`src/rtl/mem_port_arbiter.sv`:
```
// rtl/mem_port_arbiter.sv - three-way arbiter (loader/data/fetch) for one single-port synchronous memory
// Boot grants only the loader; run grants data over fetch with a bounded data run, and tags reads for return routing.
`ifndef ADDR_W
`define ADDR_W 10
`endif
`ifndef DATA_W
`define DATA_W 32
`endif

module mem_port_arbiter #(
  parameter int LOAD_LATENCY = 1,
  parameter int MAX_DATA_RUN = 4
) (
  input  logic                 clk,
  input  logic                 rstn,
  input  logic                 ld_req,
  input  logic [`ADDR_W-1:0]   ld_addr,
  input  logic [`DATA_W-1:0]   ld_wdata,
  input  logic                 boot_done,
  output logic                 ld_gnt,
  input  logic                 d_req,
  input  logic [`ADDR_W-1:0]   d_addr,
  input  logic [`DATA_W-1:0]   d_wdata,
  input  logic [`DATA_W/8-1:0] d_we,
  output logic                 d_gnt,
  output logic                 d_rvalid,
  output logic [`DATA_W-1:0]   d_rdata,
  input  logic                 i_req,
  input  logic [`ADDR_W-1:0]   i_addr,
  output logic                 i_gnt,
  output logic                 i_rvalid,
  output logic [`DATA_W-1:0]   i_rdata,
  output logic                 core_run,
  output logic [`ADDR_W-1:0]   mem_addr,
  output logic [`DATA_W-1:0]   mem_wdata,
  output logic [`DATA_W/8-1:0] mem_we,
  input  logic [`DATA_W-1:0]   mem_rdata
);

  localparam int CW = $clog2(MAX_DATA_RUN + 1);

  typedef enum logic {BOOT, RUN} state_t;
  state_t state;

  logic [CW-1:0]           run_cnt;
  logic [LOAD_LATENCY-1:0] tag_v;
  logic [LOAD_LATENCY-1:0] tag_fetch;
  logic                    fetch_force;
  logic                    push_v;

  always_ff @(posedge clk or negedge rstn) begin
    if (!rstn) begin
      state    <= BOOT;
      core_run <= 1'b0;
    end else begin
      case (state)
        BOOT: if (boot_done) begin
          state    <= RUN;
          core_run <= 1'b1;
        end
        RUN: begin
          state    <= RUN;
          core_run <= 1'b1;
        end
        default: begin
          state    <= BOOT;
          core_run <= 1'b0;
        end
      endcase
    end
  end

  // Fetch is forced through once data has held the port MAX_DATA_RUN times in a row.
  assign fetch_force = (run_cnt == CW'(MAX_DATA_RUN)) && i_req;
  assign ld_gnt      = (state == BOOT) && ld_req;
  assign d_gnt       = (state == RUN) && d_req && !fetch_force;
  assign i_gnt       = (state == RUN) && i_req && !d_gnt;
  assign push_v      = (d_gnt && (d_we == '0)) || i_gnt;

  always_comb begin
    mem_addr  = '0;
    mem_wdata = '0;
    mem_we    = '0;
    if (ld_gnt) begin
      mem_addr  = ld_addr;
      mem_wdata = ld_wdata;
      mem_we    = '1;
    end else if (d_gnt) begin
      mem_addr  = d_addr;
      mem_wdata = d_wdata;
      mem_we    = d_we;
    end else if (i_gnt) begin
      mem_addr  = i_addr;
    end
  end

  always_ff @(posedge clk or negedge rstn) begin
    if (!rstn) begin
      run_cnt   <= '0;
      tag_v     <= '0;
      tag_fetch <= '0;
    end else begin
      if (i_gnt || !i_req)
        run_cnt <= '0;
      else if (d_gnt && (run_cnt != CW'(MAX_DATA_RUN)))
        run_cnt <= run_cnt + CW'(1);
      tag_v[0]     <= push_v;
      tag_fetch[0] <= i_gnt;
      for (int k = 1; k < LOAD_LATENCY; k++) begin
        tag_v[k]     <= tag_v[k-1];
        tag_fetch[k] <= tag_fetch[k-1];
      end
    end
  end

  assign d_rvalid = tag_v[LOAD_LATENCY-1] && !tag_fetch[LOAD_LATENCY-1];
  assign i_rvalid = tag_v[LOAD_LATENCY-1] &&  tag_fetch[LOAD_LATENCY-1];
  assign d_rdata  = mem_rdata;
  assign i_rdata  = mem_rdata;

endmodule

```
`config.mk`:
```
export PLATFORM = sky130hd
export DESIGN_NAME = mem_port_arbiter
export DESIGN_NICKNAME = d
export VERILOG_FILES = /design/src/rtl/mem_port_arbiter.sv
export SDC_FILE = /design/constraint.sdc
export NUM_CORES = 1
export LEC_CHECK = 0
export BUFFER_PORTS_ARGS = -buffer_cell sky130_fd_sc_hd__buf_2
export CAP_MARGIN = 0
export CORE_AREA = 2 2 99 101
export CTS_BUF_LIST = sky130_fd_sc_hd__clkbuf_4 sky130_fd_sc_hd__clkbuf_8
export DETAILED_ROUTE_END_ITERATION = 10
export DIE_AREA = 0 0 101 103
export PLACE_DENSITY_LB_ADDON = 0.3
export REMOVE_ABC_BUFFERS = 1
export SETUP_SLACK_MARGIN = 0.2
export SYNTH_ARGS = -nofsm -noshare
export SYNTH_HDL_FRONTEND = slang
export SYNTH_SLANG_ARGS = --single-unit
```
`constraint.sdc`:
```
create_clock -name clk -period 2.07 [get_ports clk]
set_input_delay 0.414 -clock clk [delete_from_list [all_inputs] [get_ports clk]]
set_output_delay 0.414 -clock clk [all_outputs]
set_load 0.05 [all_outputs]
```
# Word-level counts from Yosys, hierarchy flattened
# Cells that the tools add are included.
[word_totals]
romBits = 0
ramBits = 0
latch_bits = 0
input_bits = 136
memories = 0
reg_bits = 7
wordCells = 41
[op_classes]
n_shift = 0
muxes = 13
multipliers = 0
div = 0
bitwise_logic = 1
addsub = 1
magnitude_cmp = 0
eq_ne = 3
reduce_logical = 18
[ops]
columns = ["operator", "n"]
rows = [
  ["32-bit 2-to-1 mux", 2],
  ["10-bit 2-to-1 mux", 3],
  ["1-bit logical AND", 10],
  ["4-bit 2-to-1 mux", 2],
  ["3-bit 2-to-1 mux", 2],
  ["1-bit zero test", 4],
  ["4-bit zero test", 1],
  ["1-bit one-hot mux with 2 select lines", 2],
  ["3-bit by 1-bit adder with 3-bit output, second input constant", 1],
  ["3-bit == test, second input constant", 1],
  ["3-bit != test, second input constant", 1],
  ["1-bit logical OR", 2],
  ["1-bit 2-to-1 mux", 2],
  ["2-bit != test, second input constant", 1],
  ["2-bit nonzero test", 1],
  ["1-bit inverter", 1],
]

# Logic depth before layout (Yosys ltp)
# Gate-level depths: netlist of run 1.
[logic_depth]
depth_word = 9
depth_mapped = 6
mapped_depth_nobuf = 5

# Least setup slack after synthesis of run 1
# Ideal clock, no wire load.
[synth_timing]
kind = "reg2out"
startpoint = "reg run_cnt[0]"
endpoint = "out mem_addr[1]"
stages_incl_launch_ff = 7
arrival_time_ns = 1.724
n_path_buf = 1
slack_ns = -0.068
path_cell_list = "dfrtp_1 inv_1 ha_1 nand2_1 a21oi_1 buf_4 a221o_1"
[synth_between]
elab_chain_len = 9
[synth_lines]
columns = ["element", "line_no", "rtl"]
rows = [
  ["start, declared", "45", "logic [CW-1:0] run_cnt;"],
  ["start signal, assigned", "106", "run_cnt <= run_cnt + CW'(1);"],
  ["3-bit == test", "74", "assign fetch_force = (run_cnt == CW'(MAX_DATA_RUN)) && i_req;"],
  ["1-bit logical AND", "74", ""],
  ["1-bit zero test", "76", "assign d_gnt = (state == RUN) && d_req && !fetch_force;"],
  ["1-bit logical AND", "76", ""],
  ["1-bit zero test", "77", "assign i_gnt = (state == RUN) && i_req && !d_gnt;"],
  ["1-bit logical AND", "77", ""],
  ["net i_gnt", "30", "output logic i_gnt,"],
  ["10-bit 2-to-1 mux", "92", "end else if (i_gnt) begin"],
  ["10-bit 2-to-1 mux", "88", "end else if (d_gnt) begin"],
  ["10-bit 2-to-1 mux", "84", "if (ld_gnt) begin"],
  ["end, declared", "34", "output logic [`ADDR_W-1:0] mem_addr,"],
]
# The timed path passes the listed nets, and every way through them passes these cells.

# Worst setup path in the final report of run 1
[layout_timing]
startpoint = "reg run_cnt[0]"
endpoint = "out mem_addr[2]"
[layout_between]
elab_chain_len = 9
[layout_lines]
columns = ["element", "line_no"]
rows = [
  ["3-bit == test *", "74"],
  ["1-bit logical AND *", "74"],
  ["1-bit zero test *", "76"],
  ["1-bit logical AND *", "76"],
  ["1-bit zero test", "77"],
  ["1-bit logical AND", "77"],
  ["10-bit 2-to-1 mux", "92"],
  ["10-bit 2-to-1 mux *", "88"],
  ["10-bit 2-to-1 mux *", "84"],
]
# Every way passes the cells marked *; elsewhere a longest branch is shown, timed or not.

==> qor.csv, run 1 <==
stage;metric;value;unit
run_status;status;finished with violations;
run_status;failing checks;setup timing;
setup_path;family with the most delay on the worst path;compound AO/OA/AOI/OAI gates;
setup_path;slowest stage delay, CP;0.38;ns
synthesis;YS warnings;0;
global_route;pin count of the biggest net entering global routing;48;
route;Detailed Route Iter0 Violations;47;
timing;Tcrit/Tclk final;104;%
timing;fmax;465;MHz
power;Int Power;0.000550;W
power;static leakage;1.29;nW
setup_path;worst-path maximum fanout;18;
timing;Setup violations, final;32;
setup_path;Reg2Reg Launch Point;run_cnt[0];
die;core box area;9460;um^2
route;vias per cell;4.50;
setup_path;CP Buf/Inv Count;3;
layout;Area Overhead vs Synth;70.7;%
clock_tree;Worst-path clk slew;0.04;ns
clock_tree;worst skew pair latency;0.22;ns
route;WL/cell;20.7;um
setup_path;Slowest-stage cell, CP;dfrtp_1;
placed_design;RePlAce Congestion;0.808;
global_route;vias in the first global route;1617;
timing;WHS;0.0166;ns
setup_path;flop2flop setup slack;0.57;ns
setup_path;Worst setup EP type;output pin;
timing;RSZ-0062 raised after global routing;yes;
timing;Slew headroom;81.2;%
synthesis;Post-Synth Simple-Gate Area;10.8;%
global_route;initial antenna violation count;1;
timing;TNS Setup;-1.04;ns
synthesis;#FFs+latches synth;7;
die;cell row count;36;
power;Clk network pwr share;21.2;%
layout;Layout Cells excl Fill;382;
clock_tree;clk sinks;7;
clock_tree;CTS buffer count;3;
power;total power;0.000937;W
synthesis;Synth Area in Adders;1.78;%
synthesis;Post-Syn Instances;166;
power;sw frac;41.3;%
placed_design;PortBufs;155;
die;Ports;252;
power;VDD IR max;0.181;mV
setup_path;kind of critical path;reg2out;
timing;Clock Skews;0.00235;ns
timing;Least-Margin Pin Slew;0.279;ns
timing;Final Max Slew Viols;0;
power;Comb power frac;63.4;%
clock_tree;Root Driver;clkbuf_8;
synthesis;largest family of logic cells by synthesized area;buffers and inverters;
clock_tree;number of hold buffers added after CTS;0;
synthesis;post-synthesis mux area share;0;%
route;drt pass-1 iters;4;
placed_design;Final HPWL DP;6040;um
layout;Ant. Diodes;0;
die;Initial Util;14.9;%
layout;Final nets;407;
die;DIE AREA;10400;um^2
die;die height;103;um
setup_path;Worst Path Required;1.66;ns
synthesis;Mapped Avg Cell Area;8.47;um^2
clock_tree;CTS tree;yes;
setup_path;Critical Path Stages;6;
timing;fin worst setup slack;-0.0796;ns
route;detailed-route via count;1718;
power;pwr/cell area;390;nW/um^2
power;sequential power share;15.4;%
setup_path;Worst Setup SP;run_cnt[0];
timing;post-layout min period;2.15;ns
die;Die X;101;um
global_route;remaining global-route overflow;0;
synthesis;sequential element share of the synthesized area;12.5;%
route;post-route ant nets;0;
run;max_cap viols;0;
layout;final core occ;25.4;%
global_route;GR Util All Layers;12.9;%
clock_tree;CTS Buffer Depth;2;
timing;final hold violations;0;
setup_path;crit path cell chain;inv_2, ha_4, a31oi_4, buf_12, a221o_1, buf_6;
synthesis;Compound-Gate Fraction of Synth Area;33.5;%
synthesis;post-synthesis cell type count;27;
synthesis;Mapped Area;1410;um^2
setup_path;Worst Reg-to-Reg Cells;7;
power;sw power;0.000387;W
route;routed wire length;7920;um
synthesis;xor and xnor area share after synthesis;0;%
layout;ratio of cells with drive above 1 in the final layout;70.1;%
clock_tree;H-tree depth;1;
setup_path;CP Launch Type;register;
setup_path;Worst EP arrival;1.74;ns
global_route;first-pass GRT wire length;9830;um
route;drt drc;0;
min_path;Hold Path Class;in2async;
placed_design;Placed Instances;366;
-- Yosys cell counts, drive strengths merged --
cell / n / area, um^2
buf: 75 / 568
or3: 1 / 6.26
dfrtp: 7 / 175
and2: 11 / 68.8
nor3b: 2 / 15.0
ha: 2 / 25.0
a21boi: 2 / 15.0
nand4: 1 / 6.26
nand2: 4 / 17.5
nor2b: 2 / 12.5
o21ai: 1 / 5.00
a31oi: 1 / 21.3
or2: 1 / 6.26
inv: 3 / 11.3
nor4: 1 / 6.26
a221o: 10 / 100
a22o: 32 / 280
a21o: 5 / 37.5
clkbuf: 1 / 3.75
o21a: 1 / 7.51
nor2: 1 / 3.75
nand4b: 1 / 8.76
a21oi: 1 / 5.00
-- flip-flops by register name (all words and copies together), names as in the netlist --
name,count
tag_fetch,1
core_run,1
run_cnt,3
state,1
tag_v,1
-- cells in the final DEF (no fill, tap or decap), types with 2 or more instances in the layout --
cell       instances
a21boi_0           2
buf_4              9
nand2_1            2
buf_6             49
and2_0             4
and2_1             7
clkbuf_16          2
buf_2            107
a22o_1            32
inv_2              2
clkbuf_8           3
a221o_1           10
a21o_1             5
buf_12             5
dfrtp_1            6
nor3b_1            2
buf_8              2
-- power by group through the flow --
stage                     clock network (W)  registers [W]  logic, W
after floorplan                           0       0.000145  0.000282
after global placement                    0       0.000145  0.000460
after detailed placement                  0       0.000146  0.000463
after CTS                          0.000206       0.000144  0.000559
after global routing               0.000218       0.000144  0.000623
final                              0.000199       0.000144  0.000594
-- cell type report --
cell class	count	area (um^2)
well taps	114	143
flip-flops and latches	7	176
clock buffers	4	48.8
multi-input cells	80	687
inverters	3	11.3
repair buffers	174	1340
fillers	1038	7060
-- per-stage QoR --
stage	area [um^2]	setup WS, ns
final	2400	-0.0796
after global routing	2400	-0.136
after CTS	2260	-0.0700
after detailed placement	1840	0.0632
after global placement	1840	0.109
after floorplan	835	-1.59
-- timing repair --
item / CTS / global route
gates resized for setup: 105 / 9
endpoints found under the setup margin: 48 / 48
setup buffers: 3 / 4
gates cloned: 1 / 4
pin swaps: 2 / 12
-- layer usage --
metal / routed length, um / vias to the layer above / part of all wire (%) / GRT usage [%]
met3: 1460 / 8 / 18 / 13.4
li1: - / 744 / - / -
met5: 109 / - / 1.4 / 9.13
met1: 3200 / 789 / 40 / 14.7
met2: 3120 / 173 / 39 / 16.6
met4: 31 / 4 / 0.39 / 1.14
-- cell families (layout without fill, tap and decap cells) --
kind of cell | count (synthesis) | after routing
AOI/OAI and AO/OA | 53 | 53
buffers and inverters | 79 | 181
DFF | 7 | 7
and+or+nand+nor | 25 | 25
adders and majority gates | 2 | 2
-- final timing paths --
kind                                to
min in group clk              core_run
max reg2reg                      tag_v
max                        mem_addr[2]
max in group asynchronous        state
min reg2reg                   core_run
min                              state
Power figures use the tool's default switching activity.
==> run 2, diff against run 1 <==
--- a/config.mk
+++ b/config.mk
@@ -7,10 +7,12 @@
 export LEC_CHECK = 0
 export BUFFER_PORTS_ARGS = -buffer_cell sky130_fd_sc_hd__buf_2
 export CAP_MARGIN = 0
-export CORE_AREA = 2 2 99 101
+export CELL_PAD_IN_SITES_DETAIL_PLACEMENT = 0
+export CELL_PAD_IN_SITES_GLOBAL_PLACEMENT = 1
+export CORE_MARGIN = 2
+export CORE_UTILIZATION = 16
 export CTS_BUF_LIST = sky130_fd_sc_hd__clkbuf_4 sky130_fd_sc_hd__clkbuf_8
 export DETAILED_ROUTE_END_ITERATION = 10
-export DIE_AREA = 0 0 101 103
 export PLACE_DENSITY_LB_ADDON = 0.3
 export REMOVE_ABC_BUFFERS = 1
 export SETUP_SLACK_MARGIN = 0.2
==> run 2 against run 1 <==
Against the previous run:
- the flow still finishes with violations (setup timing)
- worst hold slack lost 0.00053 ns
- fmax grew 2.8%
- final cell count is 2.6% lower
- setup slack improved by 0.059 ns
- largest cell class unchanged
- largest power group unchanged
==> qor.csv, run 2 (synthesis gave the netlist of run 1 again) <==
stage;metric;value;unit;change
run_status;status;finished with violations;;
clock_tree;worst skew pair latency;0.22;ns;about the same
placed_design;Area after DPL;1870;um^2;+1.5%
die;Die X;97.8;um;-3.2%
setup_path;Worst Path Required;1.66;ns;about the same
die;cell row count;34;;-5.6%
clock_tree;Root Driver;clkbuf_8;;
timing;RSZ-0062 raised after global routing;yes;;
placed_design;pre-CTS WS;-0.0174;ns;-0.0806 ns
route;vias per cell;4.43;;-1.4%
timing;fmax;478;MHz;+2.8%
timing;Tcrit/Tclk final;101;%;-2.9 points
timing;Clock Skews;0.000879;ns;-0.00147 ns
timing;Final Max Slew Viols;0;;unchanged
min_path;Hold Path Class;in2async;;
setup_path;Worst EP arrival;1.68;ns;-0.06 ns
die;DIE AREA;9560;um^2;-8.1%
layout;Area Overhead vs Synth;59.1;%;
layout;most flop-heavy register;run_cnt;;
setup_path;Worst Reg-to-Reg Cells;7;;unchanged
route;WL/cell;19.8;um;-4.5%
setup_path;worst-path maximum fanout;33;;+15
die;core box area;8640;um^2;-8.7%
setup_path;slowest stage delay, CP;0.38;ns;about the same
power;pwr/cell area;397;nW/um^2;+1.8%
route;routed wire length;7360;um;-7.0%
route;drt drc;0;;unchanged
global_route;initial antenna violation count;0;;-1
setup_path;crit path cell chain;inv_2, ha_4, a31oi_4, buf_12, a221o_1, buf_6;;
run;max_cap viols;0;;unchanged
timing;post-layout min period;2.09;ns;-0.0595 ns
clock_tree;H-tree depth;1;;unchanged
global_route;vias in the first global route;1671;;+3.3%
route;post-route ant nets;0;;unchanged
layout;ratio of cells with drive above 1 in the final layout;69.7;%;-0.45 points
timing;fin worst setup slack;-0.0201;ns;+0.0595 ns
layout;leading cell type in the layout, fill and taps excluded;buf_2;;
global_route;first-pass GRT wire length;10400;um;+5.9%
timing;Slew headroom;75.4;%;-5.8 points
timing;final hold violations;0;;unchanged
die;die height;97.8;um;-5.1%
route;detailed-route via count;1649;;-4.0%
placed_design;PortBufs;155;;unchanged
die;Ports;252;;unchanged
global_route;remaining global-route overflow;0;;unchanged
timing;Least-Margin Pin Slew;0.365;ns;+0.0865 ns
layout;final instance area;2240;um^2;-6.8%
clock_tree;CTS buffer count;3;;unchanged
global_route;pin count of the biggest net entering global routing;37;;-23%
die;Initial Util;16.3;%;+1.4 points
placed_design;Final HPWL DP;5860;um;-3.0%
layout;commonest non-fill, non-tap cells in the layout;buf_2, buf_6, a22o_1, buf_4, a221o_1;;
power;static leakage;1.23;nW;-4.9%
layout;Largest register FFs;3;;unchanged
layout;Final nets;403;;-0.98%
clock_tree;clk sinks;7;;unchanged
run_status;failing checks;setup timing;;
route;Detailed Route Iter0 Violations;61;;+30%
global_route;GR Util All Layers;14.4;%;+1.4 points
setup_path;Slowest-stage cell, CP;dfrtp_1;;
clock_tree;CTS tree;yes;;
setup_path;kind of critical path;reg2out;;
clock_tree;Worst-path clk slew;0.04;ns;about the same
power;total power;0.000889;W;-5.2%
power;VDD IR max;0.128;mV;-29%
timing;Setup violations, final;8;;-75%
clock_tree;CTS Buffer Depth;2;;unchanged
route;drt pass-1 iters;4;;unchanged
setup_path;Worst setup EP type;output pin;;
placed_design;RePlAce Congestion;0.877;;+8.5%
layout;Ant. Diodes;0;;unchanged
setup_path;CP Launch Type;register;;
run 2: changes by cell type in the layout (fill, tap and decap cells not counted), sizes merged:
cell    before  now
buf        172  170
clkbuf       6    4
run 2: where the power goes:
group	total (W)	internal [W]	leakage (nW)	switching [W]
clock network	0.000202	0.000146	0.0262	0.0000558
logic	0.000543	0.000227	1.12	0.000317
registers	0.000144	0.000142	0.0837	0.00000222
run 2: worst paths after layout:
check	end	from	slack, ns
min in group clk	state	boot_done	0.39
worst min register to register	core_run	core_run	0.47
worst max register to register	run_cnt[0]	run_cnt[1]	0.74
worst max-delay path	mem_addr[0]	run_cnt[1]	-0.02
max in group asynchronous	state	rstn	1.88
worst min-delay path	core_run	rstn	0.02
run 2: final cells by class:
type,count,area [um^2]
clock buffer,4,48.8
inverter,3,11.3
multi-input combinational,80,687
tap,108,135
fill,943,6400
timing repair buffer,170,1180
sequential,7,176
run 2: critical path, delay by kind of cell, from the launching register on:
| kind | cells | cell delay, ns |
|---|---|---|
| buffers and inverters | 3 | 0.41 |
| flip-flops | 1 | 0.38 |
| AO/OA/AOI/OAI | 2 | 0.48 |
| adder cells (fa/ha/maj) | 1 | 0.16 |
run 2: repair_timing:
item | 4_1_cts | 5_1_grt
endpoints found under the setup margin | 48 | 48
gates resized for setup | 92 | 0
pin swaps | 3 | 1
hold buffers | 0 | 0
buffers inserted | 4 | 1
run 2: layer usage:
layer / global-route usage, % / part of all wire (%) / vias to the layer above
met2: 18.7 / 42 / 148
met4: 2.78 / 0.58 / 2
met5: 9.74 / 0.87 / -
met3: 11.3 / 16 / 6
met1: 17.7 / 41 / 761
li1: - / - / 732
run 2: through the flow:
stage	utilization, %	setup TNS [ns]	hold WS (ns)	std cells
3_5_place_dp	21.6	-0.0267	0.260	363
4_1_cts	25.8	-0.193	0.0176	371
6_report	25.9	-0.0977	0.0161	372
3_3_place_gp	21.6	0	0.257	363
5_1_grt	25.9	-1.76	0.0180	372
2_1_floorplan	-	-72.51	0.118	90
==> run 3, diff against run 2 <==
--- a/config.mk
+++ b/config.mk
@@ -5,14 +5,14 @@
 export SDC_FILE = /design/constraint.sdc
 export NUM_CORES = 1
 export LEC_CHECK = 0
-export BUFFER_PORTS_ARGS = -buffer_cell sky130_fd_sc_hd__buf_2
 export CAP_MARGIN = 0
 export CELL_PAD_IN_SITES_DETAIL_PLACEMENT = 0
 export CELL_PAD_IN_SITES_GLOBAL_PLACEMENT = 1
-export CORE_MARGIN = 2
-export CORE_UTILIZATION = 16
+export CORE_AREA = 2 2 98 100
 export CTS_BUF_LIST = sky130_fd_sc_hd__clkbuf_4 sky130_fd_sc_hd__clkbuf_8
 export DETAILED_ROUTE_END_ITERATION = 10
+export DIE_AREA = 0 0 100 102
+export DONT_BUFFER_PORTS = 1
 export PLACE_DENSITY_LB_ADDON = 0.3
 export REMOVE_ABC_BUFFERS = 1
 export SETUP_SLACK_MARGIN = 0.2
==> run 3 against run 2 <==
Against the previous run:
- the flow still finishes with violations (setup timing)
- combinational power grew 21%
- global-route usage decreased by 1.9 points
- die area up 6.7%
- final cell count fell by 24%
- design area grew 17%
- sequential cell count unchanged
- largest cell class unchanged
- via count is 19% lower
- clock power shrank 2%
==> qor.csv, run 3 (synthesis gave the netlist of run 1 again) <==
stage;metric;value;unit;change
route;routed wire length;7620;um;+3.5%
power;VDD IR max;0.258;mV;+100%
global_route;initial antenna violation count;0;;unchanged
clock_tree;CTS Buffer Depth;2;;unchanged
placed_design;PortBufs;0;;-100%
timing;Least-Margin Pin Slew;0.500;ns;+0.135 ns
placed_design;Area after DPL;2020;um^2;+8.2%
route;DR WL met2;3170;um;+3.4%
timing;Setup violations, final;46;;+38
setup_path;CP Launch Type;register;;
power;pwr/cell area;381;nW/um^2;-4.0%
route;drt drc;0;;unchanged
die;core box area;9110;um^2;+5.5%
global_route;pin count of the biggest net entering global routing;25;;-32%
timing;final hold violations;0;;unchanged
global_route;vias in the first global route;1331;;-20%
setup_path;worst-path maximum fanout;11;;-67%
layout;Final nets;309;;-23%
die;DIE AREA;10200;um^2;+6.7%
setup_path;Worst EP arrival;1.75;ns;+0.07 ns
setup_path;Worst setup EP type;output pin;;
route;detailed-route via count;1330;;-19%
power;total power;0.00100;W;+12%
timing;Clock Skews;0.00314;ns;+0.00227 ns
route;metal3 WL;1510;um;+29%
power;static leakage;1.17;nW;-4.9%
route;WL/cell;27.1;um;+37%
clock_tree;H-tree depth;1;;unchanged
route;Detailed Route Iter0 Violations;73;;+20%
run_status;failing checks;setup timing;;
route;highest metal used;met5;;
route;M1 WL;2790;um;-7.7%
clock_tree;worst skew pair latency;0.22;ns;about the same
die;Initial Util;15.4;%;-0.85 points
clock_tree;CTS tree;yes;;
die;Die X;100;um;+2.3%
clock_tree;CTS buffer count;3;;unchanged
clock_tree;Root Driver;clkbuf_8;;
clock_tree;clk sinks;7;;unchanged
setup_path;Worst Path Required;1.66;ns;about the same
die;cell row count;35;;+2.9%
timing;Final Max Slew Viols;0;;unchanged
global_route;first-pass GRT wire length;9200;um;-12%
global_route;remaining global-route overflow;0;;unchanged
timing;Tcrit/Tclk final;105;%;+3.7 points
layout;final instance area;2620;um^2;+17%
layout;Area Overhead vs Synth;86.4;%;
layout;commonest non-fill, non-tap cells in the layout;buf_12, a22o_4, buf_4, a221o_1, a22o_1;;
route;post-route ant nets;0;;unchanged
min_path;Hold Path Class;in2reg;;
die;Ports;252;;unchanged
run_status;status;finished with violations;;
layout;ratio of cells with drive above 1 in the final layout;65.3;%;-4.4 points
timing;Slew headroom;66.9;%;-8.5 points
layout;most flop-heavy register;run_cnt;;
global_route;GR Util All Layers;12.4;%;-1.9 points
layout;Largest register FFs;3;;unchanged
route;drt pass-1 iters;4;;unchanged
run;max_cap viols;0;;unchanged
layout;Ant. Diodes;0;;unchanged
timing;post-layout min period;2.17;ns;+0.0774 ns
die;die height;102;um;+4.3%
route;vias per cell;4.73;;+6.8%
placed_design;RePlAce Congestion;0.751;;-14%
layout;Fillers;917;;-2.8%
placed_design;Final HPWL DP;5620;um;-4.0%
timing;RSZ-0062 raised after global routing;yes;;
timing;fin worst setup slack;-0.0975;ns;-0.0774 ns
clock_tree;Worst-path clk slew;0.04;ns;about the same
timing;WHS;0.300;ns;+0.283 ns
setup_path;kind of critical path;reg2out;;
layout;leading cell type in the layout, fill and taps excluded;buf_12;;
setup_path;flop2flop setup slack;0.46;ns;-0.28 ns
timing;fmax;461;MHz;-3.6%
run 3: cell count changes in the layout (fill, tap and decap cells not counted):
cell / delta
buf_16: +2
a22o_4: +23
dlygate4sd3_1: +1
nand2_1: +1
a21oi_4: -1
a21oi_2: +1
buf_6: -31
nand2_4: -1
buf_4: -13
buf_2: -108
clkbuf_16: +3
buf_12: +52
a22o_1: -23
run 3: final cells by class:
class / count / area (um^2) / area share [%]
inverters: 3 / 11.3 / 0.430
flip-flops and latches: 7 / 176 / 6.73
well taps: 111 / 139 / 5.30
repair buffers: 76 / 1370 / 52.4
multi-input cells: 80 / 873 / 33.3
clock buffers: 4 / 48.8 / 1.86
run 3: final timing paths:
kind | cells after the start | start | to
max in group asynchronous | 1 | rstn | state
min reg2reg | 1 | state | core_run
min | 1 | boot_done | core_run
max reg2reg | 8 | run_cnt[0] | tag_v
min in group asynchronous | 1 | rstn | run_cnt[2]
max | 6 | run_cnt[0] | mem_addr[3]
run 3: timing repair:
item | 4_1_cts | 5_1_grt
hold buffers | 1 | 0
resized for setup | 23 | 17
gates cloned | 2 | 4
endpoints found under the hold margin | 7 | 0
pin swaps | 1 | 6
buffers inserted | 7 | 6
endpoints found under the setup margin | 49 | 49
run 3: where the power goes:
group | internal [W] | switching, W
Sequential | 0.000142 | 0.00000230
Combinational | 0.000334 | 0.000324
Clock | 0.000146 | 0.0000520
Total | 0.000622 | 0.000378
run 3: per-layer routing:
layer | vias to the layer above | track usage, %
li1 | 550 | -
met4 | 4 | 0.527
met5 | - | 10.6
met1 | 614 | 14.2
met2 | 157 | 15.6
met3 | 5 | 13.2
run 3: through the flow:
step	util (%)	setup TNS [ns]	setup WS, ns	instances
after global routing	28.8	-5.94	-0.163	281
after floorplan	-	-72.51	-1.59	90
after CTS	26.0	-3.14	-0.126	271
after global placement	22.2	0	0.0929	257
final	28.8	-2.62	-0.0975	281
after detailed placement	22.2	0	0.0803	257
run 3: worst max-delay path, stage by stage, from the launching register on:
cell,delay [ns]
dfrtp_1,0.38
inv_2,0.08
ha_4,0.15
a31oi_4,0.16
buf_12,0.20
a221o_1,0.39
buf_12,0.17
